[src/rtl/csr_bank.sv]
// Machine-mode CSR bank: trap entry/return, interrupt pending/cause, trap vector generation.
// Optional 64-bit mcycle/minstret counters are built when CSR_COUNTERS_EN is defined.
module csr_bank #(
   parameter int unsigned NUM_IRQ     = 4,
   parameter logic [31:0] RESET_MTVEC = 32'h0000_0000
) (
   input  logic               clk,
   input  logic               rst,
   input  logic               csr_write,
   input  logic [11:0]        csr_waddr,
   input  logic [31:0]        csr_wdata,
   input  logic [11:0]        csr_raddr,
   output logic [31:0]        csr_rdata,
   output logic               illegal_csr,
   input  logic               csr_exception,
   input  logic [31:0]        csr_exception_cause,
   input  logic [31:0]        csr_exception_pc,
   input  logic [31:0]        csr_exception_tval,
   input  logic               csr_mret,
   input  logic               instr_retire,
   input  logic [NUM_IRQ-1:0] irq,
   output logic               irq_pending,
   output logic [31:0]        irq_cause,
   output logic [31:0]        trap_vector,
   output logic [31:0]        csr_mepc,
   output logic               csr_interrupt_en
);

   localparam logic [11:0] AddrMstatus  = 12'h300;
   localparam logic [11:0] AddrMisa     = 12'h301;
   localparam logic [11:0] AddrMie      = 12'h304;
   localparam logic [11:0] AddrMtvec    = 12'h305;
   localparam logic [11:0] AddrMscratch = 12'h340;
   localparam logic [11:0] AddrMepc     = 12'h341;
   localparam logic [11:0] AddrMcause   = 12'h342;
   localparam logic [11:0] AddrMtval    = 12'h343;
   localparam logic [11:0] AddrMip      = 12'h344;
   localparam logic [11:0] AddrMhartid  = 12'hF14;
   localparam logic [31:0] MisaValue    = 32'h4000_0100;

   logic               r_mstatus_mie;
   logic               r_mstatus_mpie;
   logic [NUM_IRQ-1:0] r_mie;
   logic [29:0]        r_mtvec_base;
   logic               r_mtvec_mode;
   logic [31:0]        r_mscratch;
   logic [31:0]        r_mepc;
   logic [31:0]        r_mcause;
   logic [31:0]        r_mtval;

   logic [NUM_IRQ-1:0] w_pend;
   logic [31:0]        w_mie_full;
   logic [31:0]        w_mip_full;
   logic [31:0]        w_mstatus;
   logic [31:0]        w_mtvec;
   logic [31:0]        w_base;
   logic [31:0]        w_vec_cause;
   logic               w_unused;

   // Exception beats mret beats software for the trap-state CSRs only.
   always_ff @(posedge clk) begin
      if (rst) begin
         r_mstatus_mie  <= 1'b0;
         r_mstatus_mpie <= 1'b0;
         r_mepc         <= '0;
         r_mcause       <= '0;
         r_mtval        <= '0;
      end else if (csr_exception) begin
         r_mepc         <= {csr_exception_pc[31:2], 2'b00};
         r_mcause       <= csr_exception_cause;
         r_mtval        <= csr_exception_tval;
         r_mstatus_mpie <= r_mstatus_mie;
         r_mstatus_mie  <= 1'b0;
      end else if (csr_mret) begin
         r_mstatus_mie  <= r_mstatus_mpie;
         r_mstatus_mpie <= 1'b1;
      end else if (csr_write) begin
         case (csr_waddr)
            AddrMstatus: begin
               r_mstatus_mie  <= csr_wdata[3];
               r_mstatus_mpie <= csr_wdata[7];
            end
            AddrMepc:    r_mepc   <= {csr_wdata[31:2], 2'b00};
            AddrMcause:  r_mcause <= csr_wdata;
            AddrMtval:   r_mtval  <= csr_wdata;
            default: ;
         endcase
      end
   end

   always_ff @(posedge clk) begin
      if (rst) begin
         r_mie        <= '0;
         r_mtvec_base <= RESET_MTVEC[31:2];
         r_mtvec_mode <= 1'b0;
         r_mscratch   <= '0;
      end else if (csr_write) begin
         case (csr_waddr)
            AddrMie:      r_mie <= csr_wdata[16 +: NUM_IRQ];
            AddrMtvec: begin
               r_mtvec_base <= csr_wdata[31:2];
               // WARL: only direct (0) and vectored (1) modes are accepted
               if (csr_wdata[1:0] == 2'b00) r_mtvec_mode <= 1'b0;
               else if (csr_wdata[1:0] == 2'b01) r_mtvec_mode <= 1'b1;
            end
            AddrMscratch: r_mscratch <= csr_wdata;
            default: ;
         endcase
      end
   end

`ifdef CSR_COUNTERS_EN
   logic [63:0] r_mcycle;
   logic [63:0] r_minstret;

   // A software write to either half replaces that cycle's increment.
   always_ff @(posedge clk) begin
      if (rst) begin
         r_mcycle   <= '0;
         r_minstret <= '0;
      end else begin
         if (csr_write && csr_waddr == 12'hB00)      r_mcycle[31:0]  <= csr_wdata;
         else if (csr_write && csr_waddr == 12'hB80) r_mcycle[63:32] <= csr_wdata;
         else                                        r_mcycle <= r_mcycle + 64'd1;

         if (csr_write && csr_waddr == 12'hB02)      r_minstret[31:0]  <= csr_wdata;
         else if (csr_write && csr_waddr == 12'hB82) r_minstret[63:32] <= csr_wdata;
         else if (instr_retire)                      r_minstret <= r_minstret + 64'd1;
      end
   end
`endif

   always_comb begin
      w_mie_full = '0;
      w_mip_full = '0;
      w_mie_full[16 +: NUM_IRQ] = r_mie;
      w_mip_full[16 +: NUM_IRQ] = irq;
   end

   assign w_mstatus = {24'd0, r_mstatus_mpie, 3'd0, r_mstatus_mie, 3'd0};
   assign w_mtvec   = {r_mtvec_base, 1'b0, r_mtvec_mode};
   assign w_pend    = irq & r_mie;

   assign irq_pending      = r_mstatus_mie & (|w_pend);
   assign csr_mepc         = r_mepc;
   assign csr_interrupt_en = r_mstatus_mie;

   // Lowest pending index wins, so scan downward and let the last hit stick.
   always_comb begin
      irq_cause = '0;
      for (int i = NUM_IRQ - 1; i >= 0; i--) begin
         if (w_pend[i]) irq_cause = 32'h8000_0000 | 32'(16 + i);
      end
   end

   assign w_base      = {r_mtvec_base, 2'b00};
   assign w_vec_cause = csr_exception ? csr_exception_cause : irq_cause;

   always_comb begin
      trap_vector = w_base;
      if (r_mtvec_mode && !(csr_exception && !csr_exception_cause[31])) begin
         trap_vector = w_base + {w_vec_cause[29:0], 2'b00};
      end
   end

   always_comb begin
      csr_rdata   = '0;
      illegal_csr = 1'b0;
      case (csr_raddr)
         AddrMstatus:  csr_rdata = w_mstatus;
         AddrMisa:     csr_rdata = MisaValue;
         AddrMie:      csr_rdata = w_mie_full;
         AddrMtvec:    csr_rdata = w_mtvec;
         AddrMscratch: csr_rdata = r_mscratch;
         AddrMepc:     csr_rdata = r_mepc;
         AddrMcause:   csr_rdata = r_mcause;
         AddrMtval:    csr_rdata = r_mtval;
         AddrMip:      csr_rdata = w_mip_full;
         AddrMhartid:  csr_rdata = '0;
`ifdef CSR_COUNTERS_EN
         12'hB00:      csr_rdata = r_mcycle[31:0];
         12'hB80:      csr_rdata = r_mcycle[63:32];
         12'hB02:      csr_rdata = r_minstret[31:0];
         12'hB82:      csr_rdata = r_minstret[63:32];
`endif
         default:      illegal_csr = 1'b1;
      endcase
   end

`ifdef CSR_COUNTERS_EN
   assign w_unused = ^{csr_exception_pc[1:0], w_vec_cause[30]};
`else
   assign w_unused = ^{csr_exception_pc[1:0], w_vec_cause[30], instr_retire};
`endif

endmodule
[config.mk]
export PLATFORM = sky130hd
export DESIGN_NAME = csr_bank
export DESIGN_NICKNAME = d
export VERILOG_FILES = /design/src/rtl/csr_bank.sv
export SDC_FILE = /design/constraint.sdc
export NUM_CORES = 1
export LEC_CHECK = 0
export ABC_AREA = 1
export CORE_AREA = 2 2 181 183
export CTS_BUF_LIST = sky130_fd_sc_hd__clkbuf_2 sky130_fd_sc_hd__clkbuf_4 sky130_fd_sc_hd__clkbuf_8
export CTS_CLUSTER_DIAMETER = 100
export CTS_CLUSTER_SIZE = 24
export DETAILED_ROUTE_END_ITERATION = 7
export DIE_AREA = 0 0 183 185
export DONT_BUFFER_PORTS = 1
export PLACE_DENSITY_LB_ADDON = 0.2
export SLEW_MARGIN = 5
export SYNTH_ARGS = -nofsm -noshare
export SYNTH_HDL_FRONTEND = slang
export SYNTH_SLANG_ARGS = --single-unit
[constraint.sdc]
create_clock -name clk -period 3.39 [get_ports clk]
set_input_delay 0.1695 -clock clk [delete_from_list [all_inputs] [get_ports clk]]
set_output_delay 0.1695 -clock clk [all_outputs]
set_load 0.02 [all_outputs]
==> results of run 1 <==
[registers in the layout (all words and copies together) (netlist names)]
name / count
r_mstatus_mpie: 1
r_mtvec_base: 30
csr_interrupt_en: 1
r_mcause: 32
r_mtval: 32
r_mtvec_mode: 1
csr_mepc: 30
r_mie: 4
r_mscratch: 32
[worst max-delay path, cell delays in order, from the launching register on]
cell and delay [ps]:
dfxtp_1 340, nand2_1 90, nand3_1 80, nand2_1 50
nand2_1 150, o21ai_1 100, ha_2 220, fa_2 410
nand3_1 130, nand3_4 120, nand2_1 80, nand3_1 160
a21oi_1 170, o21ai_0 160, o21ai_1 280
[path summary, 6_finish.rpt]
path                                         to  slack, ps  depth (start not counted)
worst min-delay path               r_mcause[29]         20                          2
worst max-delay path            trap_vector[10]        200                         14
worst min register to register     r_mcause[24]        470                          2
worst max register to register      r_mtval[25]       2150                          3
[placed cells by master, fill, tap and decap left out, types with 18 or more instances in the layout]
cell,synthesis,final
nor2_1,99,96
dfxtp_1,163,163
nand3_1,186,183
nand4_1,18,18
buf_4,46,30
nand2_1,472,471
inv_1,200,200
o21ai_0,110,105
nor3_2,22,22
ha_1,29,28
a21oi_1,213,212
a31oi_1,32,32
clkbuf_8,0,19
dlygate4sd3_1,0,155
conb_1,1,32
[area by class of cell]
class / instances / area share [%]
Antenna cell: 7 / 0.1320
Clock buffer: 20 / 2.027
Clock inverter: 12 / 0.9898
Inverter: 208 / 5.892
Multi-Input combinational cell: 1301 / 48.73
Sequential cell: 163 / 24.59
Tap cell: 408 / 3.846
Timing Repair Buffer: 187 / 13.80
[metrics by stage]
stage | instances | setup WS, ps | utilization (%) | hold WS, ps
finish | 2306 | 201.4 | 41.42 | 15.61
global route | 2304 | -2.896 | 41.41 | 25.97
CTS | 2298 | 16.81 | 41.23 | 8.112
detailed placement | 2109 | 433.3 | 34.93 | 248.1
global placement | 2109 | 482.9 | 34.93 | 246.6
floorplan | 1802 | 487.3 | - | 318.4
[where the power goes]
group | internal (mW) | switching, mW
registers | 1.98 | 0.0747
clock network | 0.703 | 0.794
logic | 0.237 | 0.361
total | 2.92 | 1.23
[logic make-up after synthesis]
family          synth area share [%]
compound gates                 19.32
xor+xnor                      0.3162
fa+ha+maj                      3.455
buf+inv                        13.75
flops                          29.44
other cells                  0.03384
simple gates                   33.69
[routing by layer]
metal  global-route usage [%]  vias to the layer above  wire (microns)
li1                         -                     5998               -
met1                    39.39                     5921           21870
met2                    41.11                      559           20040
met3                    6.587                       64            4220
met4                    7.648                        6            1088
met5                        0                        -              38
[timing repair]
| item | CTS | global route |
|---|---|---|
| endpoints found under the hold margin | 163 | 0 |
| hold buffers | 157 | 0 |
| setup endpoints to repair | 9 | 20 |
| pin swaps | 0 | 2 |
| resized for setup | 5 | 12 |
| buffers inserted | 0 | 1 |
==> flow_metrics.env, run 1 <==
export IMPL_p_total_mw=4.150
export IMPL_synth_area_leaders="dfxtp_1, nand2_1, a21oi_1"
export IMPL_place_area_sq_um=11190
export IMPL_yosysMostFrequentCell="nand2_1"
export IMPL_worst_setup_path_end_kind="primary output"
export IMPL_dieArea_sq_um=33860
export IMPL_overflow=0
export IMPL_ant_nets=0
export IMPL_clkLatencyLatePin_ps=480
export IMPL_tightest_slew_ps=1050
export IMPL_postRouteWirelength_mm=47.25
export IMPL_core_rowCount=66
export IMPL_setup_viol_count_final=0
export IMPL_cp_data_required_time_ps=3220
export IMPL_grt_pass1_vias=11520
export IMPL_yosys_area_top_type="dfxtp_1"
export IMPL_regArea_sq_um=3263
export IMPL_clk_pin_slew_ps=100
export IMPL_port_buffers=0
export IMPL_io_pins=293
export IMPL_ys_seq_area_share_pct=29.44
export IMPL_avgSynthCellArea_sq_um=6.258
export IMPL_viasPerCell=5.441
export IMPL_clockBufferDepth=2
export IMPL_synth_top_cell_area_share_pct=29.44
export IMPL_startpoint="r_mie[2]"
export IMPL_grt_max_degree=101
export IMPL_wire_per_inst_microns=20.49
export IMPL_ys_warn_count=0
export IMPL_core_area_sq_um=32040
export IMPL_routabilityCongestion=0.8782
export IMPL_dr_pass1_iters=5
export IMPL_worst_ir_drop_vdd_mv=0.2513
export IMPL_synth_cell_types=44
export IMPL_setup_tns_ps=0
export IMPL_min_from="csr_exception_cause[29]"
export IMPL_ys_ff_latch=163
export IMPL_cts_tree="yes"
export IMPL_startpoint_type="flip-flop"
export IMPL_floorplan_die_width_microns=183
export IMPL_cts_buffers_inserted=17
export IMPL_ys_flop_type="dfxtp_1"
export IMPL_leakage_nw=5.972
export IMPL_status="complete, no violations"
export IMPL_synthArstFlopShare_pct=0
export IMPL_fin_crit_sh_pct=94.06
export IMPL_fin_crit_ps=3189
export IMPL_dpl_hpwl_mm=33.39
export IMPL_multi_input_area_sq_um=6467
export IMPL_worstReg2RegStart="r_mtval[25]"
export IMPL_hold_viol=0
export IMPL_synth_edf_count=0
export IMPL_grt_pass1_wl_mm=70.86
export IMPL_drv_slew=0
export IMPL_synthTopCellsByCount="nand2_1, a21oi_1, inv_1, nand3_1, dfxtp_1"
export IMPL_syn_cell_area_sq_um=11080
export IMPL_skew_ps=0.1955
export IMPL_maxSlewHeadroom_pct=29.92
export IMPL_postLayoutCellArea_sq_um=13270
export IMPL_drv_cap=0
export IMPL_final_nets=2070
export IMPL_cts_root_buffer="clkbuf_8"
export IMPL_die_h_microns=185
export IMPL_hp_class="in2reg"
export IMPL_htree_num_levels=4
export IMPL_path_max_fanout=6
export IMPL_syn_to_final_growth_pct=19.76
export IMPL_start_util_pct=34.59
export IMPL_powerDensity_nw_per_um2=312.6
export IMPL_cts_sinks=163
export IMPL_antenna_found_initial=9
export IMPL_grt_usage_pct=27.56
export IMPL_max_freq_ghz=0.3136
export IMPL_drc=0
export IMPL_fill_cells=3484
export IMPL_vias=12550
export IMPL_netlist_instances=1771
export IMPL_path_class="reg2out"
export IMPL_drive_above_1_share_pct=6.875
export IMPL_crit_arrival_ps=3020
export IMPL_drt_first_iter_violations=1096
Power figures use the tool's default switching activity.
==> inputs of run 2 (changes only) <==
- CORE_AREA: 2 2 181 183 -> 2 2 160 162
- DIE_AREA: 0 0 183 185 -> 0 0 162 164
- clock period: 3.39 -> 4.05 ns (I/O delays scaled with it)
==> run 2 against run 1 <==
Wire length is 5.9% lower; cell count fell by 6.1%; register-to-register slack improved by 660 ps; die area is 22% lower; sequential cell count stayed put; sequential power down 16%; clock skew about the same; via count decreased by 2.1%; critical endpoint is now trap_vector[22]; highest routed layer is now met4.
==> flow_metrics.env, run 2 (synthesis results as in run 1) <==
export IMPL_cts_buffers_inserted=17
export IMPL_path_buf_inv=2
export IMPL_powerDensity_nw_per_um2=283.9
export IMPL_max_freq_ghz=0.2811
export IMPL_core_rowCount=58
export IMPL_grt_pass1_wl_mm=66.00
export IMPL_dpl_hpwl_mm=31.12
export IMPL_cts_setup_buffers=0
export IMPL_grt_usage_pct=32.53
export IMPL_drv_cap=0
export IMPL_leakage_nw=5.727
export IMPL_cp_top_family="simple AND/OR/NAND/NOR gates"
export IMPL_port_buffers=0
export IMPL_syn_to_final_growth_pct=13.69
export IMPL_multi_input_area_sq_um=6426
export IMPL_reg2reg_depth=3
export IMPL_worst_path_max_delay_cell="nor2_1"
export IMPL_htree_num_levels=4
export IMPL_path_max_fanout=6
export IMPL_hold_depth=4
export IMPL_status="complete, no violations"
export IMPL_fill_cells=2574
export IMPL_cts_resized_gates=0
export IMPL_cts_root_buffer="clkbuf_8"
export IMPL_hold_viol=0
export IMPL_drv_slew=0
export IMPL_maxSlewHeadroom_pct=24.98
export IMPL_top_regs="r_mcause x32, r_mscratch x32, r_mtval x32"
export IMPL_floorplan_die_width_microns=162
export IMPL_cp_data_required_time_ps=3850
export IMPL_cts_sinks=163
export IMPL_clk_pin_slew_ps=80
export IMPL_hp_class="in2reg"
export IMPL_worstPathCellList="inv_1, o21ai_0, inv_1, nor2_1, nand2_1, nand2_1, fa_1, nand3_1, nand3_1, nand3_1, nand3_1, nand2_1, nand3_1, nand3_1, o21ai_0"
export IMPL_routabilityCongestion=0.9314
export IMPL_crit_arrival_ps=3350
export IMPL_final_cell_mix="nand2_1, a21oi_1, inv_1, nand3_1, dfxtp_1"
export IMPL_clockBufferDepth=2
export IMPL_rsz0062_at_grt="no"
export IMPL_dr_pass1_iters=6
export IMPL_setup_viol_count_final=0
export IMPL_startpoint_type="flip-flop"
export IMPL_drc=0
export IMPL_io_pins=293
export IMPL_path_depth=15
export IMPL_wire_per_inst_microns=20.53
export IMPL_cts_hold_buffers_added=106
export IMPL_fin_crit_ps=3557
export IMPL_holdWs_ps=24.19
export IMPL_fin_crit_sh_pct=87.83
export IMPL_worst_setup_path_end_kind="primary output"
export IMPL_drive_above_1_share_pct=6.018
export IMPL_die_h_microns=164
export IMPL_cp_common_cell="nand3_1"
export IMPL_skew_ps=0.4862
export IMPL_postRouteWirelength_mm=44.46
export IMPL_vias=12280
export IMPL_start_util_pct=44.66
export IMPL_setup_tns_ps=0
export IMPL_cts_tree="yes"
export IMPL_final_nets=2007
export IMPL_grt_pass1_vias=11080
export IMPL_path_class="reg2out"
export IMPL_ant_nets=0
export IMPL_regArea_sq_um=3263
export IMPL_grt_max_degree=101
export IMPL_dieArea_sq_um=26570
export IMPL_overflow=0
export IMPL_clkLatencyLatePin_ps=450
export IMPL_tightest_slew_ps=1124
export IMPL_layout_commonest_cell="nand2_1"
export IMPL_slowest_delay_ps=440
export IMPL_viasPerCell=5.673
export IMPL_core_area_sq_um=24820
export IMPL_antenna_found_initial=5
export IMPL_drt_first_iter_violations=1417
export IMPL_worst_ir_drop_vdd_mv=0.1673
==> run 2: area by class of cell <==
type	instances	share of cell area [%]
antenna	7	0.1390
sequential	163	25.90
inverter	208	6.206
clock buffer	22	2.204
tap	330	3.277
multi-input combinational	1301	51.00
clock inverter	10	1.430
timing repair buffer	124	9.850
==> run 2: routing by layer <==
metal | GRT usage, % | up-vias | routed length, microns
li1 | - | 5849 | -
met1 | 46.11 | 5700 | 19480
met2 | 48.99 | 648 | 19250
met3 | 6.338 | 86 | 4263
met4 | 11.87 | 0 | 1464
met5 | 0 | - | 0
==> run 2: stage by stage <==
step                worst slack [ps]  power (mW)  std cells  utilization, %  cell area, sq um
floorplan                       1081       2.036       1802               -             11200
global placement                1063       2.062       2020           44.40             11020
detailed placement              1023       2.067       2020           44.40             11020
CTS                            514.7       3.573       2158           50.70             12580
global route                   253.1       3.688       2161           50.73             12590
finish                         492.7       3.578       2165           50.77             12600
==> run 2: worst paths after layout <==
| path | from | end | slack, ps |
|---|---|---|---|
| worst max-delay path | r_mie[3] | trap_vector[22] | 490 |
| worst min-delay path | csr_exception_pc[29] | csr_mepc[29] | 20 |
| worst max register to register | r_mcause[29] | r_mcause[29] | 2810 |
| worst min register to register | r_mcause[6] | r_mcause[6] | 470 |
==> run 2: worst min-delay path, stage by stage <==
cell     delay (ps)
nand2_1          30
o21ai_0          80
nand2_1          70
a21oi_1          50
==> run 2: where the power goes <==
group | total [mW] | internal, mW | switching (mW) | leakage [nW]
clock network | 1.39 | 0.775 | 0.616 | 0.231
logic | 0.465 | 0.164 | 0.300 | 4.17
registers | 1.72 | 1.66 | 0.0651 | 1.33
